--- config.mk ---
export PLATFORM = sky130hd
export DESIGN_NAME = dvp_pixel_packer
export DESIGN_NICKNAME = d
export VERILOG_FILES = /design/src/rtl/dvp_pkg.sv /design/src/rtl/dvp_sync_fifo.sv /design/src/rtl/dvp_pixel_packer.sv
export SDC_FILE = /design/constraint.sdc
export NUM_CORES = 1
export LEC_CHECK = 0
export CORE_ASPECT_RATIO = 0.75
export CORE_MARGIN = 2
export CORE_UTILIZATION = 50
export DETAILED_ROUTE_END_ITERATION = 7
export GPL_TIMING_DRIVEN = 0
export PLACE_DENSITY = 0.76
export SLEW_MARGIN = 20
export SYNTH_ARGS = -nofsm -noshare
export SYNTH_HDL_FRONTEND = slang
export SYNTH_SLANG_ARGS = --single-unit
--- constraint.sdc ---
create_clock -name pclk -period 4.7 [get_ports pclk]
set_input_delay 0.94 -clock pclk [delete_from_list [all_inputs] [get_ports pclk]]
set_output_delay 0.94 -clock pclk [all_outputs]
set_load 0.1 [all_outputs]
--- src/rtl/dvp_pkg.sv ---
`timescale 1ns/1ps
`default_nettype none
// dvp_pkg: pixel/FIFO entry widths, entry layout and packer FSM encoding.
// Rev 1.0
package dvp_pkg;

  localparam int PIX_W        = 16;
  localparam int FIFO_ENTRY_W = PIX_W + 2;

  typedef enum logic [0:0] {
    ST_SYNC   = 1'b0,
    ST_ACTIVE = 1'b1
  } state_t;

  typedef struct packed {
    logic [PIX_W-1:0] pixel;
    logic             sof;
    logic             eol;
  } fifo_entry_t;

  function automatic logic [PIX_W-1:0] join_bytes(
    input logic [7:0] b_first,
    input logic [7:0] b_second,
    input logic       msb_first
  );
    return msb_first ? {b_first, b_second} : {b_second, b_first};
  endfunction

endpackage
`default_nettype wire

--- src/rtl/dvp_sync_fifo.sv ---
`timescale 1ns/1ps
`default_nettype none
// dvp_sync_fifo: ring-buffer FIFO whose head is held in a register, giving a stable AXI-style output.
// Rev 1.0
module dvp_sync_fifo
  import dvp_pkg::*;
#(
  parameter int WIDTH = FIFO_ENTRY_W,
  parameter int DEPTH = 16
) (
  input  logic             clk,
  input  logic             rst_n,
  input  logic             wr_en,
  input  logic [WIDTH-1:0] wr_data,
  output logic             wr_drop,
  output logic [WIDTH-1:0] rd_data,
  output logic             rd_valid,
  input  logic             rd_ready
);

  localparam int               PTR_W    = $clog2(DEPTH);
  localparam int               CNT_W    = PTR_W + 1;
  localparam logic [CNT_W-1:0] CNT_FULL = CNT_W'(DEPTH);

  logic [WIDTH-1:0] mem [DEPTH];
  logic [PTR_W-1:0] wr_ptr;
  logic [PTR_W-1:0] rd_ptr;
  logic [PTR_W-1:0] rd_ptr_inc;
  logic [CNT_W-1:0] count;
  logic [WIDTH-1:0] head;
  logic             full;
  logic             empty;
  logic             pop;
  logic             accept;

  assign empty      = (count == '0);
  assign full       = (count == CNT_FULL);
  assign rd_valid   = !empty;
  assign rd_data    = head;
  assign pop        = rd_valid && rd_ready;
  // A full FIFO still accepts when the head leaves in the same cycle.
  assign accept     = wr_en && (!full || pop);
  assign wr_drop    = wr_en && !accept;
  assign rd_ptr_inc = rd_ptr + PTR_W'(1);

  always_ff @(posedge clk) begin
    if (accept) begin
      mem[wr_ptr] <= wr_data;
    end
  end

  always_ff @(posedge clk or negedge rst_n) begin
    if (!rst_n) begin
      wr_ptr <= '0;
      rd_ptr <= '0;
      count  <= '0;
      head   <= '0;
    end else begin
      if (accept) begin
        wr_ptr <= wr_ptr + PTR_W'(1);
      end
      if (pop) begin
        rd_ptr <= rd_ptr_inc;
      end
      case ({accept, pop})
        2'b10:   count <= count + CNT_W'(1);
        2'b01:   count <= count - CNT_W'(1);
        default: count <= count;
      endcase
      // Head only changes when it is consumed or the FIFO was empty, so it
      // stays stable while the consumer stalls.
      if (pop) begin
        if (count > CNT_W'(1)) begin
          head <= mem[rd_ptr_inc];
        end else if (accept) begin
          head <= wr_data;
        end
      end else if (empty && accept) begin
        head <= wr_data;
      end
    end
  end

endmodule
`default_nettype wire

--- src/rtl/dvp_pixel_packer.sv ---
`timescale 1ns/1ps
`default_nettype none
// dvp_pixel_packer: pairs DVP bytes into RGB565 pixels, checks frame geometry, emits AXI4-Stream video.
// Rev 1.0
module dvp_pixel_packer
  import dvp_pkg::*;
#(
  parameter int H_ACTIVE   = 640,
  parameter int V_ACTIVE   = 480,
  parameter int FIFO_DEPTH = 16,
  parameter bit MSB_FIRST  = 1'b1
) (
  input  logic              pclk,
  input  logic              resetn,
  input  logic [7:0]        s_axis_tdata,
  input  logic              s_axis_tvalid,
  input  logic              s_axis_tlast,
  output logic [PIX_W-1:0]  m_axis_tdata,
  output logic              m_axis_tvalid,
  input  logic              m_axis_tready,
  output logic              m_axis_tlast,
  output logic              m_axis_tuser,
  output logic              overflow,
  output logic              frame_err
);

  localparam int               COL_W    = $clog2(H_ACTIVE);
  localparam int               ROW_W    = $clog2(V_ACTIVE);
  localparam logic [COL_W-1:0] COL_LAST = COL_W'(H_ACTIVE - 1);
  localparam logic [ROW_W-1:0] ROW_LAST = ROW_W'(V_ACTIVE - 1);

  state_t           state;
  state_t           state_nxt;
  logic             phase;
  logic             phase_nxt;
  logic             frame_done;
  logic             frame_done_nxt;
  logic [COL_W-1:0] col;
  logic [COL_W-1:0] col_nxt;
  logic [ROW_W-1:0] row;
  logic [ROW_W-1:0] row_nxt;
  logic [7:0]       first_byte;
  logic             load_byte;
  logic             push;
  logic             push_drop;
  logic             geom_err;
  fifo_entry_t      push_entry;
  fifo_entry_t      head_entry;
  logic [FIFO_ENTRY_W-1:0] head_bits;

  always_comb begin
    state_nxt        = state;
    phase_nxt        = phase;
    frame_done_nxt   = frame_done;
    col_nxt          = col;
    row_nxt          = row;
    load_byte        = 1'b0;
    push             = 1'b0;
    geom_err         = 1'b0;
    push_entry.pixel = join_bytes(first_byte, s_axis_tdata, MSB_FIRST);
    push_entry.sof   = (col == '0) && (row == '0);
    push_entry.eol   = (col == COL_LAST);

    if (s_axis_tvalid) begin
      case (state)
        ST_SYNC: begin
          if (s_axis_tlast) begin
            state_nxt      = ST_ACTIVE;
            phase_nxt      = 1'b0;
            frame_done_nxt = 1'b0;
            col_nxt        = '0;
            row_nxt        = '0;
          end
        end
        ST_ACTIVE: begin
          if (frame_done) begin
            // Frame already complete but no tlast arrived: long frame.
            geom_err  = 1'b1;
            state_nxt = ST_SYNC;
          end else if (!phase) begin
            load_byte = 1'b1;
            phase_nxt = 1'b1;
            if (s_axis_tlast) begin
              geom_err  = 1'b1;
              phase_nxt = 1'b0;
              col_nxt   = '0;
              row_nxt   = '0;
            end
          end else begin
            push      = 1'b1;
            phase_nxt = 1'b0;
            if (s_axis_tlast) begin
              geom_err = !((col == COL_LAST) && (row == ROW_LAST));
              col_nxt  = '0;
              row_nxt  = '0;
            end else if (col == COL_LAST) begin
              col_nxt = '0;
              if (row == ROW_LAST) begin
                row_nxt        = '0;
                frame_done_nxt = 1'b1;
              end else begin
                row_nxt = row + ROW_W'(1);
              end
            end else begin
              col_nxt = col + COL_W'(1);
            end
          end
        end
        default: state_nxt = ST_SYNC;
      endcase
    end
  end

  always_ff @(posedge pclk or negedge resetn) begin
    if (!resetn) begin
      state      <= ST_SYNC;
      phase      <= 1'b0;
      frame_done <= 1'b0;
      col        <= '0;
      row        <= '0;
      first_byte <= '0;
      overflow   <= 1'b0;
      frame_err  <= 1'b0;
    end else begin
      // A pixel lost to a full FIFO abandons the rest of the frame.
      state      <= push_drop ? ST_SYNC : state_nxt;
      phase      <= phase_nxt;
      frame_done <= frame_done_nxt;
      col        <= col_nxt;
      row        <= row_nxt;
      frame_err  <= geom_err;
      if (load_byte) begin
        first_byte <= s_axis_tdata;
      end
      if (push_drop) begin
        overflow <= 1'b1;
      end
    end
  end

  dvp_sync_fifo #(
    .WIDTH (FIFO_ENTRY_W),
    .DEPTH (FIFO_DEPTH)
  ) u_fifo (
    .clk      (pclk),
    .rst_n    (resetn),
    .wr_en    (push),
    .wr_data  (push_entry),
    .wr_drop  (push_drop),
    .rd_data  (head_bits),
    .rd_valid (m_axis_tvalid),
    .rd_ready (m_axis_tready)
  );

  assign head_entry   = fifo_entry_t'(head_bits);
  assign m_axis_tdata = head_entry.pixel;
  assign m_axis_tuser = head_entry.sof;
  assign m_axis_tlast = head_entry.eol;

endmodule
`default_nettype wire
==> metrics.cfg <==
[hold_path]
hold_class = input pin to asynchronous set/reset pin

[logic_synthesis]
synth_top_area_cell = edfxtp_1
netlist.area_leader.share = 0.591
synth_nets = 854
synth_area_leaders = edfxtp_1 59%, mux4_2 11%, dfrtp_1 11%, a2111oi_0 1.9%, nor2b_1 1.6%
synth_area_per_cell_um2 = 17.7
synth.distinct_cells = 73
synth_async_sr_flop_share = 0.179
ys_seq_elements = 351
ys_top_cells_by_count = 288 x edfxtp_1, 72 x mux4_2, 63 x dfrtp_1, 60 x nand2_1, 37 x nor2b_1
yosysWarnings = 0
synth-edff-count = 288
syn_area_um2 = 14600
synth.most_common_cell = edfxtp_1
synth_flop_cell = edfxtp_1
yosysSeqAreaShare = 0.699
netlist_instances = 827

[sta]
hold_ws_ns = 0.315
skew_ns = 0.0284
drv_slew = 0
fin_ws_ns = 0.776
fin_crit_ns = 3.92
fin_crit_sh = 0.835
slew_headroom = 0.207
hold_viol_final = 0
setup_viol = 0
fmax_ghz = 0.255
finalSetupTns_ns = 0
worst_pin_slew_ns = 1.16
rsz0062_at_grt = no

[finish]
num-nets-final = 940
insertedDiodeCount = 0
n_fill_cell = 2132
final_layout_size_suffix_gt1_frac = 0.222
area_growth_pct = 14.3
post-route-util = 0.578

[place]
portBuffers = 33
dp_hpwl_um = 21600
dp_slack_ns = 0.635
gp_congestion = 0.855

[setup_path]
critPathLaunchType = register
critical_path_depth = 5
critPathMaxFanout = 7
worst_setup_path_end_kind = primary output
reg2reg_from = u_fifo.rd_ptr[0]$_DFFE_PN0N_
crit_buf_inv = 3
crit_chain = inv_1, ha_1, nor4b_4, inv_2, clkdlybuf4s50_1
r2r-end = u_fifo.rd_data[12]$_DFFE_PN0P_
crit_required_ns = 3.76
crit_type = register to primary output
critPathTopFamily = buffers and inverters
rrSetupSlack_ns = 1.37
rr_worst_depth = 7
cp.arrival_ns = 2.98
critPathSlowestCell = clkdlybuf4s50_1
crit_path_max_incr_delay_ns = 0.99

[global_route]
grt_pass1_vias = 8122
grtUsageTotal = 0.216
grt_pass1_wl_um = 49400
antenna_found_initial = 0
grt_max_degree = 42
grt_overflow = 0

[drt]
drt_first_pass_iters = 5
ant_nets = 0
wire_per_inst_um = 24.5
drcViolationCount = 0
drtIter0Drc = 1002
vias = 8217
viasPerCell = 6.18
drt_wl_total_um = 32600

[floorplan]
die_x_um = 201
rows = 54
die_h_um = 152
ioPinCount = 34
core_um2 = 28900
dieArea_um2 = 30600
initial_utilization = 0.506

[cts]
post_cts_buffers = 0
worstSkewPairLatency_ns = 0.53
path_clk_slew_ns = 0.06
cts_root_buffer = clkbuf_16
cts_resized = 0
cts_tree = built
numCtsBuffers = 34
cts_sinks = 351
htreeDepth = 2
ctsHoldBuffers = 0
clk_path_buf_depth = 3

[power_and_ir_drop]
power.density_nw_per_um2 = 636
p_leak_uw = 0.00560
peakVddDrop_mv = 0.462
power_uw = 10600

[job]
drv_cap = 0

[status]
status = completed

## layout by cell type (no fill, tap or decap), types with 15 or more instances in the layout
master,n
dfrtp_1,63
clkbuf_16,36
a311oi_1,17
buf_2,22
inv_1,16
nor2b_1,37
nand2_1,60
a2111oi_0,29
clkbuf_1,23
clkdlybuf4s50_1,32
edfxtp_1,288
mux4_2,72
nand3_1,15
## report_power, final
| group | switching (uW) | internal (uW) |
|---|---|---|
| Sequential | 262 | 3710 |
| Combinational | 2520 | 1490 |
| Clock | 1150 | 1490 |
## through the flow
stage                     cell area (um2)  cells
after floorplan                     14600    827
after global placement              15400   1252
after detailed placement            15600   1268
after CTS                           16700   1329
after global routing                16700   1330
final                               16700   1330
## cell families after synthesis
group           after synthesis  synth area share
flops                       351             0.699
simple gates                191            0.0730
compound gates              107            0.0635
xor+xnor                     17            0.0107
fa+ha+maj                    14            0.0120
mux                          84             0.120
buf+inv                      63            0.0217
## worst max-delay path by stage
| stage | startpoint | end | slack [ns] |
|---|---|---|---|
| 2_1_floorplan | s_axis_tvalid | u_fifo.mem[0][0]$_DFFE_PP_ | 0.85 |
| 3_3_place_gp | s_axis_tvalid | u_fifo.mem[1][8]$_DFFE_PP_ | -1.38 |
| 3_5_place_dp | s_axis_tvalid | u_fifo.mem[8][12]$_DFFE_PP_ | 0.64 |
| 4_1_cts | u_fifo.count[0]$_DFFE_PN0P_ | m_axis_tvalid | 0.79 |
| 5_1_grt | u_fifo.count[1]$_DFFE_PN0P_ | m_axis_tvalid | 0.72 |
| 6_report | u_fifo.count[0]$_DFFE_PN0P_ | m_axis_tvalid | 0.78 |
## routing by layer
metal | vias to the layer above | routed length (um) | track usage
met1 | 4240 | 14200 | 0.324
met5 | - | 0 | 0
met4 | 0 | 750 | 0.0704
met3 | 53 | 3050 | 0.0468
met2 | 404 | 14600 | 0.319
li1 | 3520 | - | -
## state kept, by name, indices dropped and copies added (netlist names)
register	count
u_fifo.rd_data	18
col	10
phase	1
u_fifo.rd_ptr	4
row	9
first_byte	8
overflow	1
frame_done	1
state	1
frame_err	1
u_fifo.count	5
u_fifo.wr_ptr	4
u_fifo.mem	288
## final cells by class
cell class                      instances  area, um2  share of cell area
Buffer                                 45        250              0.0150
Clock buffer                           44        951              0.0569
Clock inverter                         17        123             0.00734
Inverter                               18       67.6             0.00404
Multi-Input combinational cell        413       4130               0.247
Sequential cell                       351      10200               0.612
Tap cell                              392        490              0.0293
Timing Repair Buffer                   50        475              0.0284
Power figures use the tool's default switching activity.
